$ cat src/rtl/fp_norm_pkg.sv
// Shared constants and helpers for the mantissa normalizer family.
package fp_norm_pkg;

    localparam int unsigned DEF_WIDTH = 24;
    localparam int unsigned DEF_GROUP = 8;

    // Ceiling log2; clog2(0) and clog2(1) both return 0.
    function automatic int unsigned clog2(input int unsigned v);
        int unsigned x;
        int unsigned r;
        x = (v > 0) ? v - 1 : 0;
        r = 0;
        while (x != 0) begin
            r++;
            x = x >> 1;
        end
        return r;
    endfunction

endpackage

$ cat src/rtl/lead_one_group.sv
// GROUP-bit priority encoder: nonzero flag plus local index of the highest set bit.
module lead_one_group #(
    parameter int unsigned GROUP = 8,
    parameter int unsigned LIW   = 3
) (
    input  logic [GROUP-1:0] data_i,
    output logic             nz_o,
    output logic [LIW-1:0]   idx_o
);

    // Scan upward so the highest set bit wins.
    always_comb begin
        nz_o  = |data_i;
        idx_o = '0;
        for (int unsigned i = 0; i < GROUP; i++) begin
            if (data_i[i]) begin
                idx_o = LIW'(i);
            end
        end
    end

endmodule

$ cat src/rtl/lead_one_normalizer.sv
// Two-stage elastic leading-one detector / normalizer.
// S1 registers per-group priority results and the raw mantissa;
// S2 merges the groups and produces index, leading-zero count and shifted mantissa.
module lead_one_normalizer
    import fp_norm_pkg::*;
#(
    parameter  int unsigned WIDTH = DEF_WIDTH,
    parameter  int unsigned GROUP = DEF_GROUP,
    localparam int unsigned IW    = (clog2(WIDTH) > 0) ? clog2(WIDTH) : 1,
    localparam int unsigned LW    = clog2(WIDTH + 1)
) (
    input  logic             clk,
    input  logic             rst_n,
    input  logic             in_valid,
    output logic             in_ready,
    input  logic [WIDTH-1:0] in_data,
    output logic             out_valid,
    input  logic             out_ready,
    output logic [IW-1:0]    out_idx,
    output logic [LW-1:0]    out_lzc,
    output logic             out_zero,
    output logic [WIDTH-1:0] out_norm
);

    localparam int unsigned NG  = WIDTH / GROUP;
    localparam int unsigned LIW = (clog2(GROUP) > 0) ? clog2(GROUP) : 1;

    if (WIDTH % GROUP != 0) begin : g_bad_group
        $error("lead_one_normalizer: WIDTH must be a multiple of GROUP");
    end

    // First-level group encoders on the incoming mantissa
    logic [NG-1:0]          grp_nz;
    logic [NG-1:0][LIW-1:0] grp_idx;

    for (genvar g = 0; g < NG; g++) begin : g_grp
        lead_one_group #(
            .GROUP (GROUP),
            .LIW   (LIW)
        ) u_grp (
            .data_i (in_data[g*GROUP +: GROUP]),
            .nz_o   (grp_nz[g]),
            .idx_o  (grp_idx[g])
        );
    end

    // Pipeline state
    logic                   s1_valid_q, s1_valid_d;
    logic [WIDTH-1:0]       s1_data_q;
    logic [NG-1:0]          s1_nz_q;
    logic [NG-1:0][LIW-1:0] s1_lidx_q;

    logic                   s2_valid_q, s2_valid_d;
    logic [IW-1:0]          s2_idx_q, s2_idx_d;
    logic [LW-1:0]          s2_lzc_q, s2_lzc_d;
    logic                   s2_zero_q, s2_zero_d;
    logic [WIDTH-1:0]       s2_norm_q, s2_norm_d;

    logic s1_en;
    logic s2_en;

    // Stage enables: load when empty or when the current contents leave
    always_comb begin
        s2_en      = !s2_valid_q || out_ready;
        s1_en      = !s1_valid_q || s2_en;
        s1_valid_d = s1_en ? in_valid   : s1_valid_q;
        s2_valid_d = s2_en ? s1_valid_q : s2_valid_q;
    end

    assign in_ready = s1_en;

    // Valid bits, cleared asynchronously
    always_ff @(posedge clk or negedge rst_n) begin
        if (!rst_n) begin
            s1_valid_q <= 1'b0;
            s2_valid_q <= 1'b0;
        end else begin
            s1_valid_q <= s1_valid_d;
            s2_valid_q <= s2_valid_d;
        end
    end

    // S1 payload: raw data and per-group encoder results
    always_ff @(posedge clk) begin
        if (s1_en && in_valid) begin
            s1_data_q <= in_data;
            s1_nz_q   <= grp_nz;
            s1_lidx_q <= grp_idx;
        end
    end

    // S2 merge: highest nonzero group wins, then count and shift
    always_comb begin
        s2_idx_d = '0;
        for (int unsigned g = 0; g < NG; g++) begin
            if (s1_nz_q[g]) begin
                s2_idx_d = IW'(g * GROUP + 32'(s1_lidx_q[g]));
            end
        end
        s2_zero_d = ~|s1_nz_q;
        s2_lzc_d  = s2_zero_d ? LW'(WIDTH) : LW'(WIDTH - 1 - 32'(s2_idx_d));
        s2_norm_d = s1_data_q << s2_lzc_d;
    end

    // S2 payload drives the outputs directly, so it is reset
    always_ff @(posedge clk or negedge rst_n) begin
        if (!rst_n) begin
            s2_idx_q  <= '0;
            s2_lzc_q  <= '0;
            s2_zero_q <= 1'b0;
            s2_norm_q <= '0;
        end else if (s2_en && s1_valid_q) begin
            s2_idx_q  <= s2_idx_d;
            s2_lzc_q  <= s2_lzc_d;
            s2_zero_q <= s2_zero_d;
            s2_norm_q <= s2_norm_d;
        end
    end

    assign out_valid = s2_valid_q;
    assign out_idx   = s2_idx_q;
    assign out_lzc   = s2_lzc_q;
    assign out_zero  = s2_zero_q;
    assign out_norm  = s2_norm_q;

endmodule

$ cat config.mk
export PLATFORM = sky130hd
export DESIGN_NAME = lead_one_normalizer
export DESIGN_NICKNAME = d
export VERILOG_FILES = /design/src/rtl/fp_norm_pkg.sv /design/src/rtl/lead_one_group.sv /design/src/rtl/lead_one_normalizer.sv
export SDC_FILE = /design/constraint.sdc
export NUM_CORES = 1
export LEC_CHECK = 0
export CORE_ASPECT_RATIO = 2
export CORE_MARGIN = 3
export CORE_UTILIZATION = 47
export CTS_BUF_LIST = sky130_fd_sc_hd__clkbuf_2
export DETAILED_ROUTE_END_ITERATION = 6
export GPL_TIMING_DRIVEN = 0
export HOLD_SLACK_MARGIN = 0.03
export PLACE_DENSITY = 0.72
export SYNTH_ARGS = -nofsm -noshare
export SYNTH_HDL_FRONTEND = slang
export SYNTH_HIERARCHICAL = 1
export SYNTH_SLANG_ARGS = --single-unit
$ cat constraint.sdc
create_clock -name clk -period 3.9 [get_ports clk]
set_clock_uncertainty 0.15 [all_clocks]
set_input_delay 0.585 -clock clk [delete_from_list [all_inputs] [get_ports clk]]
set_output_delay 0.585 -clock clk [all_outputs]
set_load 0.01 [all_outputs]
## Word level (Yosys, flattened, before mapping)

Cells that the tools add are included.

- Word-level logic and storage cells: 60
- Memories kept: 0
- Input bits: 28
- Memory bits (read-only): 0
- Bits in latches: 0
- Bits in writable memories: 0
- Flip-flop bits (word level): 73

- Muxes and demuxes: 22
- Eq/ne operators: 0
- Bitwise logic cells: 0
- Add/sub/neg operators: 3
- Div/mod/pow operators: 0
- Multiply operators: 0
- Reduce and logical (&&, ||, !) cells: 17
- Order comparisons: 0
- Shift operators: 1

Operator list:

| cell | number |
|---|---|
| $mux 2 | 12 |
| $reduce_or 8->1 | 3 |
| $shl 24x5->24 | 1 |
| $mux 5 | 3 |
| $reduce_or 4->1 | 3 |
| $mux 1 | 6 |
| $reduce_or 2->1 | 3 |
| $add 4x3->5 const A | 1 |
| $add 5x3->5 const A | 1 |
| $sub 5x5->5 const A | 1 |
| $logic_not 1->1 | 3 |
| $mux 3 | 1 |
| $reduce_or 3->1 | 1 |
| $logic_and 1x1->1 | 2 |
| $logic_or 1x1->1 | 2 |

## Longest topological paths before layout

Gate-level depths: netlist (run 1).

- Word-level depth: 6
- Depth in mapped cells: 10
- Gate-level depth less buffers: 7

## By module

Netlist (run 1), hierarchy kept.

By module, submodules not included:

| module | cells an instance | instances | area each (um^2) |
|---|---|---|---|
| lead_one_normalizer | 343 | 1 | 3826.2 |
| lead_one_group | 12 | 3 | 66.3 |

## Worst setup path after synthesis (run 1)

Ideal clock, no wire load.

- Path kind: register to register
- Start: register s1_nz_q[1]
- End: register s2_norm_q[21] (netlist: out_norm[21])
- Library setup time: 0.126 ns
- Arrival: 2.085 ns
- Cell stages (with the launch flop): 9
- Buffers on the path: 1
- Path slack: 1.539 ns
- Path through: edfxtp_1 > nor3b_1 > o31a_1 > buf_4 > mux2i_2 > mux2i_1 > a221oi_2 > a221oi_1 > a221o_1

- Word-level cells in the longest chain between the ends: 5

RTL lines:

| what | line | text |
|---|---|---|
| start: declaration | lead_one_normalizer.sv:50 | `logic [NG-1:0] s1_nz_q;` |
| start signal: assignment | lead_one_normalizer.sv:87 | `s1_nz_q <= grp_nz;` |
| $mux 5 (2 in a row) | lead_one_normalizer.sv:96 | `if (s1_nz_q[g]) begin` |
| $sub 5x5->5 | lead_one_normalizer.sv:101 | `s2_lzc_d = s2_zero_d ? LW'(WIDTH) : LW'(WIDTH - 1 - 32'(s2_idx_d));` |
| $mux 5 (*) | lead_one_normalizer.sv:101 |  |
| $shl 24x5->24 (*) | lead_one_normalizer.sv:102 | `s2_norm_d = s1_data_q << s2_lzc_d;` |
| end signal: assignment | lead_one_normalizer.sv:116 | `s2_norm_q <= s2_norm_d;` |
| end: declaration | lead_one_normalizer.sv:57 | `logic [WIDTH-1:0] s2_norm_q, s2_norm_d;` |

Every way passes the cells marked *; elsewhere a longest branch is shown, timed or not.
A chain may end at the register's enable or synchronous reset.

## Worst setup path after layout (run 1)

- Start: register s1_nz_q[0]
- End: register s2_norm_q[23] (netlist: out_norm[23])

- Word-level cells in the longest chain between the ends: 6

RTL lines:

| what | line |
|---|---|
| $mux 3 | lead_one_normalizer.sv:96 |
| $mux 5 (2 in a row) | lead_one_normalizer.sv:96 |
| $sub 5x5->5 | lead_one_normalizer.sv:101 |
| $mux 5 (*) | lead_one_normalizer.sv:101 |
| $shl 24x5->24 (*) | lead_one_normalizer.sv:102 |

Marks and branches as above.

==> flow_metrics.tcl, run 1 <==
set metrics [dict create \
    outcome "completed" \
    worstSetupStartpointType "flip-flop" \
    period_share_pct 76.54 \
    overflow 0 \
    critPathArrivalTime_ns 3.32 \
    ys_seq_area_share_pct 49.86 \
    hold_depth 2 \
    period_needed_ns 2.985 \
    p_leak_nw 1.921 \
    via_per_inst 6.089 \
    remaining_drc_errors 0 \
    tns_ns 0 \
    report.final.slew_viol_count 0 \
    synthCells 379 \
    grt_setup_unrepaired "no" \
    pre_cts_slack_ns 0.8415 \
    wl_mm 11.15 \
    finalHoldViolCount 0 \
    cts_tree "built" \
    die_area_sq_um 9778 \
    synth_warnings 6 \
    design.core.area_sq_um 8292 \
    reg2regPathDepth 6 \
    ys.flop_type "dfrtp_1" \
    dr.pass1.iters 5 \
    fmax_mhz 335.0 \
    die_y_um 136.9 \
    final-setup-viol-count 0 \
    grt_antenna_before_repair 1 \
    ff2ff_setup_slack_ns 0.92 \
    hold_end "out_idx[4]$_DFFE_PN0P_" \
    r2r_start "s1_nz_q[0]$_DFFE_PP_" \
    clock_sinks 73 \
    nNetsFinal 483 \
    synth_commonest_cells "nand2_1, dfrtp_1, edfxtp_1, nor2_1, mux2i_1" \
    hold_class "reg -> reg" \
    post_cts_buffers 0 \
    clk_latency_ns 0.52 \
    yosysUniqueCellTypes 58 \
    tightest_slew_ns 0.8750 \
    syn_area_sq_um 4025 \
    r2r-end "out_norm[23]$_DFFE_PN0P_" \
    power_density_nw_per_um2 360.1 \
    port_buffers 64 \
    critical_path_class "reg -> reg" \
    synth_fp_nets 407 \
    clkTransAtPathRegs_ns 0.19 \
    htree_levels 3 \
    routabilityCongestion 0.9739 \
    postSynthAreaPerCell_sq_um 10.62 \
    synth_top_area_share_pct 26.86 \
    numCtsBuffers 9 \
    crit_required_ns 4.23 \
    synth_top_area_cell "edfxtp_1" \
    max-slew-margin-rel_pct 41.32 \
    synth_edf_count 36 \
    grt_pass1_wl_mm 17.26 \
    grt_pass1_vias 3389 \
    rows 47 \
    clockBufferDepth 2 \
    vdd_drop_max_uv 184.1 \
    ys_seq_elements 73 \
    grt_max_degree 38 \
    synth_area_leaders "edfxtp_1, dfrtp_1, mux2i_1" \
    io_pins 65 \
    cts-root-buf "clkbuf_2" \
    dieWidth_um 71.44 \
    crit_fanout 10 \
    area_growth_pct 21.11 \
    postSynth.asyncResetShare_pct 50.68 \
    setup_slack_ns 0.9151 \
    cap_violations 0 \
    wl_per_cell_um 19.94 \
    synth.most_common_cell "nand2_1" \
    hpwl_mm 8.870 \
    ant_nets 0 \
    hp-start "out_idx[4]$_DFFE_PN0P_" \
    drt_first_iter_violations 258 \
    start_util_pct 48.54 \
    vias 3404 \
    grt_use_total_pct 23.65 \
    end_kind "flip-flop" \
    drive_gt1_share_pct 13.48 \
    whs_ns 0.3471 \
]
state kept, by name (all words and copies together), names as in the netlist:
register and flops:
out_zero 1, out_norm 24, out_lzc 5, out_idx 5, out_valid 1, s1_valid_q 1, s1_nz_q 3, s1_data_q 24
s1_lidx_q 9
worst max path at each step:
stage,slack [ns],end,start
4_1_cts,0.97,out_norm[23]$_DFFE_PN0P_,s1_nz_q[2]$_DFFE_PP_
3_3_place_gp,0.86,out_norm[18]$_DFFE_PN0P_,out_ready
5_1_grt,0.81,out_norm[23]$_DFFE_PN0P_,s1_nz_q[0]$_DFFE_PP_
2_1_floorplan,1.54,out_norm[21]$_DFFE_PN0P_,s1_nz_q[1]$_DFFE_PP_
3_5_place_dp,0.84,out_norm[18]$_DFFE_PN0P_,out_ready
6_report,0.92,out_norm[23]$_DFFE_PN0P_,s1_nz_q[0]$_DFFE_PP_
cells in the final DEF (no fill, tap or decap), types with 4 or more instances in the layout:
cell type	count
clkdlybuf4s50_1	63
nand2_1	58
dfrtp_1	37
edfxtp_1	36
nor2_1	33
mux2i_1	31
o21ai_0	19
mux2_2	11
clkbuf_2	11
buf_2	8
a221oi_1	7
a22oi_1	7
clkbuf_1	6
o31ai_2	6
a21oi_1	6
o21ai_1	6
o22ai_1	6
nand3_1	6
nand2b_1	5
nor2b_1	5
inv_1	5
o31ai_1	5
a221o_1	5
nand4_1	5
a22o_1	5
buf_4	4
o211ai_1	4
cell families after synthesis:
logic type,synth area share (%)
AND/OR/NAND/NOR,14.14
AO/OA/AOI/OAI,19.09
flip-flops,49.86
multiplexers,13.24
buffers and inverters,3.668
routing by layer:
layer / vias to the layer above / global-route usage, % / wire length [um]
li1: 1585 / - / -
met1: 1634 / 23.51 / 3875
met2: 138 / 41.55 / 6054
met3: 47 / 3.603 / 442
met4: 0 / 20.40 / 773
met5: - / 0 / 0
through the flow:
stage                     util [%]  cells  area (sq um)  total power, mW
after floorplan                  -    379          4025            1.197
after global placement       57.75    541          4788            1.434
after detailed placement     57.69    541          4783            1.443
after CTS                    58.74    558          4871            1.767
after global routing         58.79    559          4875            1.843
final                        58.79    559          4875            1.755
what timing repair did:
| item | CTS | global route |
|---|---|---|
| gates resized for setup | 0 | 0 |
| setup endpoints to repair | 0 | 0 |
| hold buffers | 1 | 0 |
| endpoints found under the hold margin | 37 | 0 |
worst max-delay path: stages (launching register included):
cell and delay [ns]:
edfxtp_1 0.53, nor3b_1 0.21, o31ai_2 0.75, mux2i_1 0.68
mux2i_1 0.25, o22a_1 0.29, nand3_1 0.09
layout make-up:
| class | instances | area (sq um) |
|---|---|---|
| clock buffer | 11 | 55.05 |
| fill | 756 | 3417 |
| clock inverter | 5 | 22.52 |
| multi-input combinational | 277 | 1872 |
| antenna | 1 | 2.502 |
| sequential | 73 | 2007 |
| timing repair buffer | 65 | 645.6 |
| tap | 98 | 122.6 |
| inverter | 8 | 30.03 |
| buffer | 21 | 117.6 |
power breakdown:
part           switching, mW  total [mW]  leakage [nW]  internal [mW]
Clock                  0.246       0.329        0.0606         0.0821
Combinational          0.238       0.477          1.08          0.239
Sequential            0.0539       0.950         0.785          0.896
(Power assumes the default switching activity.)
==> run 2: changes to the inputs <==
Settings changed: PLACE_DENSITY 0.72 to 0.74.
Clock period 3.9 ns to 2.6 ns, I/O delays scaled along.
==> flow_metrics.tcl, run 2 (synthesis gave the netlist of run 1 again) <==
set metrics [dict create \
    outcome "finished, violations left" \
    violations "DRC, setup timing" \
    seq_area_sq_um 2007 \
    dp_cells 541 \
    multi_input_area_sq_um 2158 \
    cts-root-buf "clkbuf_2" \
    fillers 681 \
    area_growth_pct 33.29 \
    report.final.slew_viol_count 0 \
    met3_usage_pct 3.529 \
    vias 3561 \
    end_kind "flip-flop" \
    utilization_pct 64.71 \
    met1_usage_pct 24.23 \
    max-slew-margin-rel_pct 47.51 \
    routabilityCongestion 0.9727 \
    dieWidth_um 71.44 \
    port_buffers 64 \
    crit_path_start "s1_nz_q[1]$_DFFE_PP_" \
    fmax_mhz 376.8 \
    die_y_um 136.9 \
    tns_ns -0.07282 \
    reg2regPathDepth 9 \
    tightest_slew_ns 0.7874 \
    nNetsFinal 504 \
    grt_setup_unrepaired "yes" \
    drive_gt1_share_pct 24.58 \
    clk_latency_ns 0.54 \
    rows 47 \
    finalHoldViolCount 0 \
    ant_nets 0 \
    hpwl_mm 9.018 \
    grt_max_degree 38 \
    cap_violations 0 \
    dr.pass1.iters 7 \
    wl_per_cell_um 20.66 \
    antenna_cells 0 \
    fin_cells 578 \
    clockBufferDepth 2 \
    numCtsBuffers 9 \
    grt_use_total_pct 24.62 \
    power_density_nw_per_um2 511.2 \
    clock_sinks 73 \
    critical_path_class "reg -> reg" \
    r2r_start "s1_nz_q[1]$_DFFE_PP_" \
    p_total_mw 2.743 \
    final_common_cell "clkdlybuf4s50_1" \
    crit_required_ns 2.96 \
    pre_cts_slack_ns -0.3147 \
    drt_first_iter_violations 228 \
    clkTransAtPathRegs_ns 0.20 \
    grt_antenna_before_repair 0 \
    design.core.area_sq_um 8292 \
    worstSetupStartpointType "flip-flop" \
    hp-start "in_valid" \
    via_per_inst 6.161 \
    period_needed_ns 2.654 \
    grt_use_met2_pct 43.19 \
    hold_class "in -> reg" \
    io_pins 65 \
    htree_levels 3 \
    remaining_drc_errors 2 \
    cts_tree "built" \
    grt_pass1_wl_mm 18.12 \
    critPathArrivalTime_ns 3.01 \
    setup_slack_ns -0.05375 \
    hold_depth 2 \
    wl_mm 11.94 \
    crit_fanout 6 \
    start_util_pct 48.54 \
    period_share_pct 102.1 \
    vdd_drop_max_uv 304.6 \
    overflow 0 \
    final_cell_mix "clkdlybuf4s50_1, nand2_1, dfrtp_1" \
    busiest_layer "met2" \
    die_area_sq_um 9778 \
    grt_pass1_vias 3547 \
    p_leak_nw 2.071 \
    final-setup-viol-count 2 \
]
run 2: cell type report:
cell class	instances	share of cell area [%]
Buffer	21	2.775
Inverter	8	0.5597
Multi-Input combinational cell	277	40.23
Tap cell	98	2.285
Sequential cell	73	37.41
Clock buffer	10	0.9328
Clock inverter	5	0.4431
Timing Repair Buffer	86	15.37
run 2: power breakdown:
| part | switching (mW) | internal [mW] | leakage, nW |
|---|---|---|---|
| Clock | 0.374 | 0.115 | 0.0557 |
| Combinational | 0.393 | 0.425 | 1.23 |
| Sequential | 0.0911 | 1.34 | 0.785 |
| Total | 0.859 | 1.88 | 2.07 |
run 2: final timing paths:
path | endpoint | slack, ns
max | out_norm[21]$_DFFE_PN0P_ | -0.05
min in group asynchronous | out_norm[6]$_DFFE_PN0P_ | 0.27
max in group asynchronous | out_idx[0]$_DFFE_PN0P_ | 1.51
max reg2reg | out_norm[21]$_DFFE_PN0P_ | -0.05
min reg2reg | out_norm[7]$_DFFE_PN0P_ | 0.35
min | s1_valid_q$_DFFE_PN0N_ | 0.26
run 2: critical path: stages (launching register included):
cell and delay [ns]:
edfxtp_1 0.51, buf_6 0.17, nor3b_4 0.18, o31a_1 0.21
buf_6 0.16, clkbuf_16 0.18, a21oi_1 0.09, a221o_1 0.35
a221oi_2 0.45, a221o_1 0.18
run 2: layer usage:
metal,wire [um],part of all wire [%],vias up
met5,0,0,-
met4,847,7.1,0
met3,554,4.6,58
met2,6581,55,165
met1,3958,33,1710
li1,-,-,1628
run 2: timing repair:
action	in CTS	in global routing
cloned	0	1
setup buffers	10	10
pin swaps	7	14
endpoints found under the hold margin	37	0
hold buffers	1	0
gates resized for setup	26	45
setup endpoints to repair	17	13
run 2: metrics by stage:
stage | area [sq um] | hold WS [ns]
floorplan | 4025 | -0.05559
global placement | 4788 | 0.3091
detailed placement | 4783 | 0.3168
CTS | 5060 | 0.2384
global route | 5365 | 0.2348
finish | 5365 | 0.2573
==> run 3: changes to the inputs <==
Settings changed: CORE_ASPECT_RATIO 2 to 0.9.
==> flow_metrics.tcl, run 3 (synthesis gave the netlist of run 1 again) <==
set metrics [dict create \
    hp-start "in_valid" \
    die_y_um 93.80 \
    fillers 692 \
    nNetsFinal 499 \
    r2r_start "s1_nz_q[1]$_DFFE_PP_" \
    clkTransAtPathRegs_ns 0.22 \
    cap_violations 0 \
    dp_cells 558 \
    clk_latency_ns 0.54 \
    remaining_drc_errors 0 \
    worstSetupStartpointType "flip-flop" \
    via_per_inst 6.096 \
    vdd_drop_max_uv 325.4 \
    max-slew-margin-rel_pct 44.08 \
    finalHoldViolCount 0 \
    fin_cells 591 \
    final_cell_mix "clkdlybuf4s50_1, nand2_1, dfrtp_1" \
    design.core.area_sq_um 8184 \
    routabilityCongestion 0.9647 \
    setup_slack_ns -0.003825 \
    outcome "finished, violations left" \
    fmax_mhz 384.1 \
    port_buffers 64 \
    grt_max_degree 38 \
    p_leak_nw 2.071 \
    crit_path_start "s1_nz_q[1]$_DFFE_PP_" \
    power_density_nw_per_um2 543.6 \
    grt_use_total_pct 25.51 \
    die_area_sq_um 9712 \
    critical_path_class "reg -> reg" \
    period_share_pct 100.1 \
    wl_mm 12.54 \
    stdcell_area_sq_um 5353 \
    cts_tree "built" \
    dr.pass1.iters 5 \
    crit_fanout 8 \
    end_kind "flip-flop" \
    overflow 0 \
    cts-root-buf "clkbuf_2" \
    whs_ns 0.2568 \
    dieWidth_um 103.6 \
    period_needed_ns 2.604 \
    wl_per_cell_um 21.21 \
    drive_gt1_share_pct 24.16 \
    place_area_sq_um 4806 \
    final_common_cell "clkdlybuf4s50_1" \
    grt_pass1_vias 3415 \
    start_util_pct 49.18 \
    ant_nets 0 \
    hold_class "in -> reg" \
    clock_sinks 73 \
    numCtsBuffers 9 \
    area_growth_pct 32.98 \
    critPathArrivalTime_ns 2.89 \
    clockBufferDepth 2 \
    rows 31 \
    grt_pass1_wl_mm 19.05 \
    pre_cts_slack_ns -0.4272 \
    violations "setup timing" \
    crit_required_ns 2.89 \
    vias 3603 \
    report.final.slew_viol_count 0 \
    io_pins 65 \
    htree_levels 3 \
    grt_setup_unrepaired "yes" \
    hpwl_mm 9.183 \
    drt_first_iter_violations 307 \
    antenna_cells 0 \
    grt_antenna_before_repair 0 \
    final-setup-viol-count 1 \
    tightest_slew_ns 0.8388 \
]
-- run 3: layer usage --
metal	up-vias	part of all wire (%)	global-route usage (%)
li1	1619	-	-
met1	1795	44	33.50
met2	162	48	43.30
met3	27	5.8	4.124
met4	0	2.4	8.970
met5	-	0	0
-- run 3: stage by stage --
| step | utilization (%) | setup TNS, ns | power, mW |
|---|---|---|---|
| after floorplan | - | 0 | 1.796 |
| after global placement | 58.77 | -6.224 | 2.158 |
| after detailed placement | 58.72 | -1.895 | 2.174 |
| after CTS | 62.01 | -0.003180 | 2.857 |
| after global routing | 65.40 | -0.5331 | 3.027 |
| final | 65.40 | -0.003825 | 2.909 |
-- run 3: where the power goes --
group	switching [mW]	total, mW	internal (mW)	leakage (nW)
clock network	0.446	0.674	0.229	0.0685
registers	0.0971	1.44	1.35	0.785
logic	0.386	0.793	0.407	1.22
total	0.928	2.91	1.98	2.07
-- run 3: final timing paths --
path | end | slack, ns | cells after the start
min in group asynchronous | out_norm[6]$_DFFE_PN0P_ | 0.30 | 2
hold / removal | s1_valid_q$_DFFE_PN0N_ | 0.26 | 2
setup reg to reg | out_norm[13]$_DFFE_PN0P_ | -0.004 | 9
setup / recovery | out_norm[13]$_DFFE_PN0P_ | -0.004 | 9
hold reg to reg | out_idx[0]$_DFFE_PN0P_ | 0.36 | 2
max in group asynchronous | out_norm[7]$_DFFE_PN0P_ | 1.47 | 2
-- run 3: area by class of cell --
class	instances	area, sq um	share of cell area, %
Clock buffer	10	50.05	0.9350
Inverter	8	30.03	0.5610
Multi-Input combinational cell	277	2123	39.67
Clock inverter	6	67.56	1.262
Buffer	19	137.6	2.571
Sequential cell	73	2007	37.49
Tap cell	115	143.9	2.688
Timing Repair Buffer	83	793.3	14.82
-- run 3: what timing repair did --
action | in CTS | in global routing
endpoints found under the hold margin | 37 | 0
hold buffers | 1 | 0
setup buffers | 8 | 10
pin swaps | 5 | 9
gates resized for setup | 21 | 45
endpoints found under the setup margin | 16 | 15
-- run 3: worst max-delay path, cell delays in order, from the launching register on --
cell and delay [ns]:
edfxtp_1 0.56, nor3b_2 0.25, o31a_1 0.16, buf_6 0.17, mux2i_4 0.28, mux2i_2 0.13, a221oi_2 0.34, buf_4 0.18
nor2_2 0.03, a221o_1 0.27
